### src/rtl/div_control_unit_pkg.sv
// Shared constants and state encodings for the restoring-divider control FSM.
package div_control_unit_pkg;

    localparam int DATA_WIDTH  = 4;
    localparam int COUNT_WIDTH = 3;
    localparam int STATE_WID   = 3;

    typedef enum logic [STATE_WID-1:0] {
        IDLE    = 3'd0,
        INIT    = 3'd1,
        SHIFT   = 3'd2,
        SUB     = 3'd3,
        CHECK   = 3'd4,
        RESTORE = 3'd5,
        DONE    = 3'd6
    } state_t;

endpackage

### src/rtl/div_control_unit.sv
// Moore control FSM for a restoring shift-subtract divider; every strobe is
// decoded from the current state so the datapath sees glitch-free controls.
module div_control_unit
    import div_control_unit_pkg::*;
#(
    parameter int DATA_WIDTH  = div_control_unit_pkg::DATA_WIDTH,
    parameter int COUNT_WIDTH = div_control_unit_pkg::COUNT_WIDTH,
    parameter int STATE_WID   = div_control_unit_pkg::STATE_WID
) (
    input  logic i_clk,
    input  logic i_rst_n,
    input  logic start,
    input  logic z_cnt,
    input  logic R_out,
    output logic load_b,
    output logic load_q,
    output logic clr_Reg_r,
    output logic clr_d,
    output logic clr_ADD,
    output logic enable_r,
    output logic enable_q,
    output logic load_r,
    output logic add_enable,
    output logic shift_en_q,
    output logic load_cnt,
    output logic clr_nn,
    output logic busy,
    output logic done
);

    // The counter is preset to DATA_WIDTH, so it must be able to hold that value.
    if (COUNT_WIDTH < $clog2(DATA_WIDTH + 1)) begin : g_bad_count_width
        $error("COUNT_WIDTH too narrow for DATA_WIDTH");
    end
    if (STATE_WID != $bits(state_t)) begin : g_bad_state_wid
        $error("STATE_WID must match the package state encoding width");
    end

    state_t state;
    state_t state_nxt;

    always_ff @(posedge i_clk or negedge i_rst_n) begin
        if (!i_rst_n) begin
            state <= IDLE;
        end else begin
            state <= state_nxt;
        end
    end

    always_comb begin
        state_nxt  = state;
        load_b     = 1'b0;
        load_q     = 1'b0;
        clr_Reg_r  = 1'b0;
        clr_d      = 1'b0;
        clr_ADD    = 1'b0;
        enable_r   = 1'b0;
        enable_q   = 1'b0;
        load_r     = 1'b0;
        add_enable = 1'b0;
        shift_en_q = 1'b0;
        load_cnt   = 1'b0;
        clr_nn     = 1'b1;
        busy       = 1'b1;
        done       = 1'b0;

        case (state)
            IDLE: begin
                busy = 1'b0;
                if (start) begin
                    state_nxt = INIT;
                end
            end
            INIT: begin
                load_b    = 1'b1;
                load_q    = 1'b1;
                clr_Reg_r = 1'b1;
                clr_d     = 1'b1;
                clr_ADD   = 1'b1;
                clr_nn    = 1'b0;
                state_nxt = SHIFT;
            end
            SHIFT: begin
                enable_r  = 1'b1;
                enable_q  = 1'b1;
                load_cnt  = 1'b1;
                state_nxt = SUB;
            end
            SUB: begin
                load_r     = 1'b1;
                add_enable = 1'b1;
                state_nxt  = CHECK;
            end
            CHECK: begin
                shift_en_q = 1'b1;
                // A negative partial remainder must be undone before finishing.
                if (R_out) begin
                    state_nxt = RESTORE;
                end else if (z_cnt) begin
                    state_nxt = DONE;
                end else begin
                    state_nxt = SHIFT;
                end
            end
            RESTORE: begin
                load_r    = 1'b1;
                state_nxt = z_cnt ? DONE : SHIFT;
            end
            DONE: begin
                done      = 1'b1;
                state_nxt = IDLE;
            end
            default: begin
                busy      = 1'b0;
                state_nxt = IDLE;
            end
        endcase
    end

endmodule

### config.mk
export PLATFORM = sky130hd
export DESIGN_NAME = div_control_unit
export DESIGN_NICKNAME = d
export VERILOG_FILES = /design/src/rtl/div_control_unit_pkg.sv /design/src/rtl/div_control_unit.sv
export SDC_FILE = /design/constraint.sdc
export NUM_CORES = 1
export LEC_CHECK = 0
export BUFFER_PORTS_ARGS = -buffer_cell sky130_fd_sc_hd__buf_2
export CORE_AREA = 2 2 39 41
export CTS_CLUSTER_SIZE = 28
export DETAILED_ROUTE_END_ITERATION = 7
export DIE_AREA = 0 0 41 43
export PLACE_DENSITY_LB_ADDON = 0.25
export SYNTH_ARGS = -nofsm -noshare
export SYNTH_HDL_FRONTEND = slang
export SYNTH_SLANG_ARGS = --single-unit
### constraint.sdc
create_clock -name i_clk -period 1.7 [get_ports i_clk]
set_clock_uncertainty 0.05 [all_clocks]
set_input_delay 0.34 -clock i_clk [delete_from_list [all_inputs] [get_ports i_clk]]
set_output_delay 0.34 -clock i_clk [all_outputs]
set_load 0.02 [all_outputs]
==> results.toml, run 1 <==
[grt]
grt.overflow.total = 0
gr-usage-all-layers_pct = 7.74
antenna_found_initial = 0
grt_pass1_vias = 241
grt_pass1_wl_um = 897
grt_start_max_net_pins = 11

[clock_network]
cts_max_path_buffers = 2
cts_max_level = 1
cts_tree = "done"
cts_sinks = 3
clk_pin_slew_ps = 40
clk_latency_ps = 230
cts-root-buf = "clkbuf_4"
cts_buffers = 3

[finish]
fin_util_pct = 27.4
top_register = "state"
largest_reg_flops = 3
drive_above_1_share_pct = 62.0
layout.nets = 56
num_antenna_cells = 0
final_cell_area_um2 = 379
fin_cells = 66
reg.largest.list = "state x3"
area_growth_pct = 53.8

[drt]
wl_per_cell_um = 8.92
drtPass1Iterations = 3
wirelength_um = 589
drt_iter0_markers = 2
vias = 267
drt-vias-per-instance = 4.05
drc_errors = 0
antenna_left = 0

[worst_hold_path]
hold_start = "start"
worstHoldPathType = "in2reg"
hold_depth = 2
hold_end = "state[0]"

[floorplan]
boundaryPins = 19
die_width_um = 41
row_count = 14
coreArea_um2 = 1380
die-area_um2 = 1760
fp.dieH_um = 43
initial_core_util_pct = 17.8

[timing]
tightest_slew_ps = 164
whs_ps = 306
fin_ws_ps = 49.5
post-route-min-period_ps = 1650
setup_viol = 0
hold_violations = 0
slew_headroom_pct = 89.0
finalCritPeriodShare_pct = 97.1
drv_slew = 0
final.setup.tns_ps = 0
fmax_mhz = 606
rsz0062_at_grt = "yes"

[setup_path]
r2r_end = "state[0]"
cp.depth = 3
crit_buf_inv = 2
path_cells = "or3_4 > inv_4 > buf_4"
cp_slowest_cell = "dfrtp_2"
rr_worst_depth = 2
r2r_slack_ps = 580
startpoint = "state[1]"
worst-setup-path-type = "reg2out"
cp-end-kind = "output pin"
critPathRequiredTime_ps = 1310
reg2reg_from = "state[2]"
max_stage_delay_ps = 460
path_delay_family = "flip-flops"
path_max_fanout = 10
cp.arrival_ps = 1260
startpoint_type = "flip-flop"

[place]
dp.cells = 59
portBuffers = 18
dp_slack_ps = 158
placed_area_um2 = 310
place.gp.congestion = 0.727
hpwlAfterDp_um = 396

[synth]
ys_ff_latch = 3
synth_cell_type_count = 16
syn_area_um2 = 246
avgSynthCellArea_um2 = 7.70
synthCells = 32
syn_nets = 37
yosysWarnings = 0
ys_seq_area_share_pct = 30.5

[run]
drv_cap = 0

[pwr]
ir_drop_uv = 768
p_leak_nw = 0.206
p_total_mw = 0.912
powerDensity_nw_per_um2 = 2400

[status]
status = "completed"
cell usage in the layout (no fill, tap or decap), drive strengths merged, types with 2 or more instances in the layout:
master,synthesis,final
nand2b,2,2
a21oi,3,3
o21ai,2,2
buf,7,21
inv,3,3
clkbuf,1,4
nor2,3,3
o22ai,2,2
dfrtp,3,3
nand2,2,2
per-layer routing:
| metal | routed length, um | up-vias | GRT usage [%] |
|---|---|---|---|
| met5 | 0 | - | 0 |
| met4 | 0 | 0 | 6.00 |
| met3 | 42 | 0 | 3.14 |
| met2 | 290 | 11 | 11.3 |
| met1 | 255 | 121 | 8.39 |
| li1 | - | 135 | - |
final cells by class:
type,count,area (um2)
fill,175,1000
timing repair buffer,22,135
multi-input combinational,18,106
sequential,3,77.6
clock buffer,4,26.3
tap,16,20.0
inverter,3,13.8
what timing repair did:
| item | in CTS | in global routing |
|---|---|---|
| hold buffers | 1 | 0 |
| setup endpoints to repair | 6 | 8 |
| hold endpoints to repair | 3 | 0 |
| buffers inserted | 1 | 1 |
| resized for setup | 1 | 7 |
kinds of logic (layout without fill, tap and decap cells):
logic type | count (synthesis) | after routing | share of synthesized area [%]
AOI/OAI and AO/OA | 8 | 8 | 19.8
buffers and inverters | 11 | 29 | 26.4
and+or+nand+nor | 10 | 10 | 23.4
DFF | 3 | 3 | 30.5
worst max path at each step:
stage / end / slack (ps)
floorplan: enable_r / 9
global placement: clr_Reg_r / 150
detailed placement: clr_ADD / 160
CTS: clr_ADD / 2
global route: clr_ADD / -8
finish: clr_ADD / 50
synth_stat cells:
library cell / count / area (um2)
nand2b_1: 2 / 12.5
o21ai_0: 2 / 10.0
inv_1: 1 / 3.75
o22ai_1: 2 / 12.5
inv_2: 2 / 7.51
o311a_2: 1 / 11.3
buf_2: 1 / 5.00
nor3b_1: 1 / 7.51
nand2_1: 2 / 7.51
clkbuf_1: 1 / 3.75
dfrtp_1: 3 / 75.1
or3_4: 1 / 11.3
a21oi_1: 3 / 15.0
and3_2: 1 / 7.51
nor2_1: 3 / 11.3
buf_4: 6 / 45.0
report_power, final:
| group | switching, mW | internal, mW |
|---|---|---|
| combinational | 0.375 | 0.255 |
| sequential | 0.0469 | 0.110 |
| clock | 0.0371 | 0.0880 |
worst register-to-register path: stages (launching register included):
cell and delay, ps:
dfrtp_1 400, buf_4 170, o311a_2 380
No activity file was read; power rests on OpenSTA's default activity.
==> inputs of run 2 (changes only) <==
PLACE_DENSITY = 0.46   (was unset)
PLACE_DENSITY_LB_ADDON = unset   (was 0.25)
==> results.toml, run 2 (synthesis gave the netlist of run 1 again) <==
[status]
status = "completed"

[floorplan]
die_width_um = 41
die-area_um2 = 1760
boundaryPins = 19
fp.dieH_um = 43
coreArea_um2 = 1380
row_count = 14
initial_core_util_pct = 17.8

[run]
drv_cap = 0

[finish]
multiInputGateArea_um2 = 106
largest_reg_flops = 3
fill_cells = 158
num_antenna_cells = 0
drive_above_1_share_pct = 63.3
mostFrequentLayoutCell = "buf_2"
area_growth_pct = 51.3
fin_cells = 65
final_cell_mix = "buf_2, buf_4"
top_register = "state"
layout.nets = 55
reg.largest.list = "state x3"
final_cell_area_um2 = 373
regArea_um2 = 78.8

[setup_path]
cp.arrival_ps = 1250
cp-end-kind = "output pin"
critPathRequiredTime_ps = 1310
path_cells = "or3_4 > inv_4 > buf_4"
worst-setup-path-type = "reg2out"
path_max_fanout = 10
startpoint_type = "flip-flop"
max_stage_delay_ps = 450
cp_slowest_cell = "dfrtp_2"

[grt]
grt_pass1_vias = 220
grt_pass1_wl_um = 862
gr-usage-all-layers_pct = 7.85
antenna_found_initial = 0
grt_start_max_net_pins = 11
grt.overflow.total = 0

[timing]
drv_slew = 0
finalCritPeriodShare_pct = 96.4
tightest_slew_ps = 166
final.setup.tns_ps = 0
hold_violations = 0
whs_ps = 310
fmax_mhz = 610
slew_headroom_pct = 88.9
post-route-min-period_ps = 1640
setup_viol = 0

[clock_network]
cts_sinks = 3
clk_pin_slew_ps = 30
clk_latency_ps = 230
cts_tree = "done"
cts_buffers = 3
cts_max_level = 1
cts_max_path_buffers = 2
cts-root-buf = "clkbuf_4"

[drt]
wirelength_um = 584
drc_errors = 0
drt-vias-per-instance = 4.09
vias = 266
drt_iter0_markers = 0
wl_per_cell_um = 8.98
antenna_left = 0
drtPass1Iterations = 1

[place]
portBuffers = 18
place.gp.congestion = 0.745
hpwlAfterDp_um = 441
placed_area_um2 = 303
dp.cells = 58

[pwr]
powerDensity_nw_per_um2 = 2410
ir_drop_uv = 481
p_leak_nw = 0.199

[worst_hold_path]
worstHoldPathType = "in2reg"
-- run 2: cell count changes in the layout (fill, tap and decap cells not counted) --
cell     previous run  this run
dfrtp_2             2         3
buf_4               8         7
dfrtp_1             1         0
-- run 2: final cells by class --
cell class / count / area share [%]
Timing Repair Buffer: 21 / 34.2
Tap cell: 16 / 5.37
Multi-Input combinational cell: 18 / 28.5
Sequential cell: 3 / 21.1
Inverter: 3 / 3.69
Clock buffer: 4 / 7.05
-- run 2: repair_timing --
item                                    CTS  global route
gates cloned                              0             0
endpoints found under the hold margin     3             0
resized for setup                         2             7
buffers inserted                          2             0
hold buffers                              1             0
endpoints found under the setup margin    9             5
pin swaps                                 0             1
-- run 2: where the power goes --
group | switching (mW) | internal, mW
sequential | 0.0460 | 0.111
combinational | 0.372 | 0.247
clock | 0.0331 | 0.0877
-- run 2: path summary, 6_finish.rpt --
path,startpoint,to,slack (ps),cells after the start
min,start,state[0],310,2
max reg2reg,state[2],state[0],570,2
min in group asynchronous,i_rst_n,state[0],380,2
max,state[1],load_b,60,3
max in group asynchronous,i_rst_n,state[1],1100,2
min reg2reg,state[0],state[0],500,2
-- run 2: layer usage --
metal  wire (um)  track usage [%]  vias up
met4           0             10.0        0
met1         219             8.74      119
li1            -                -      136
met2         325             11.3       11
met5           0                0        -
met3          39                0        0
-- run 2: per-stage QoR --
step | util (%) | total power, mW | worst slack [ps]
6_report | 26.9 | 0.897 | 61.5
5_1_grt | 26.9 | 0.984 | -2.63
4_1_cts | 25.8 | 0.870 | 3.22
3_5_place_dp | 21.9 | 0.706 | 163
3_3_place_gp | 21.9 | 0.704 | 181
2_1_floorplan | - | 0.631 | 9.48
-- run 2: critical path, delay by kind of cell (launching register included) --
kind / cells / cell delay (ps)
and+or+nand+nor: 1 / 360
DFF: 1 / 450
buffers and inverters: 2 / 200
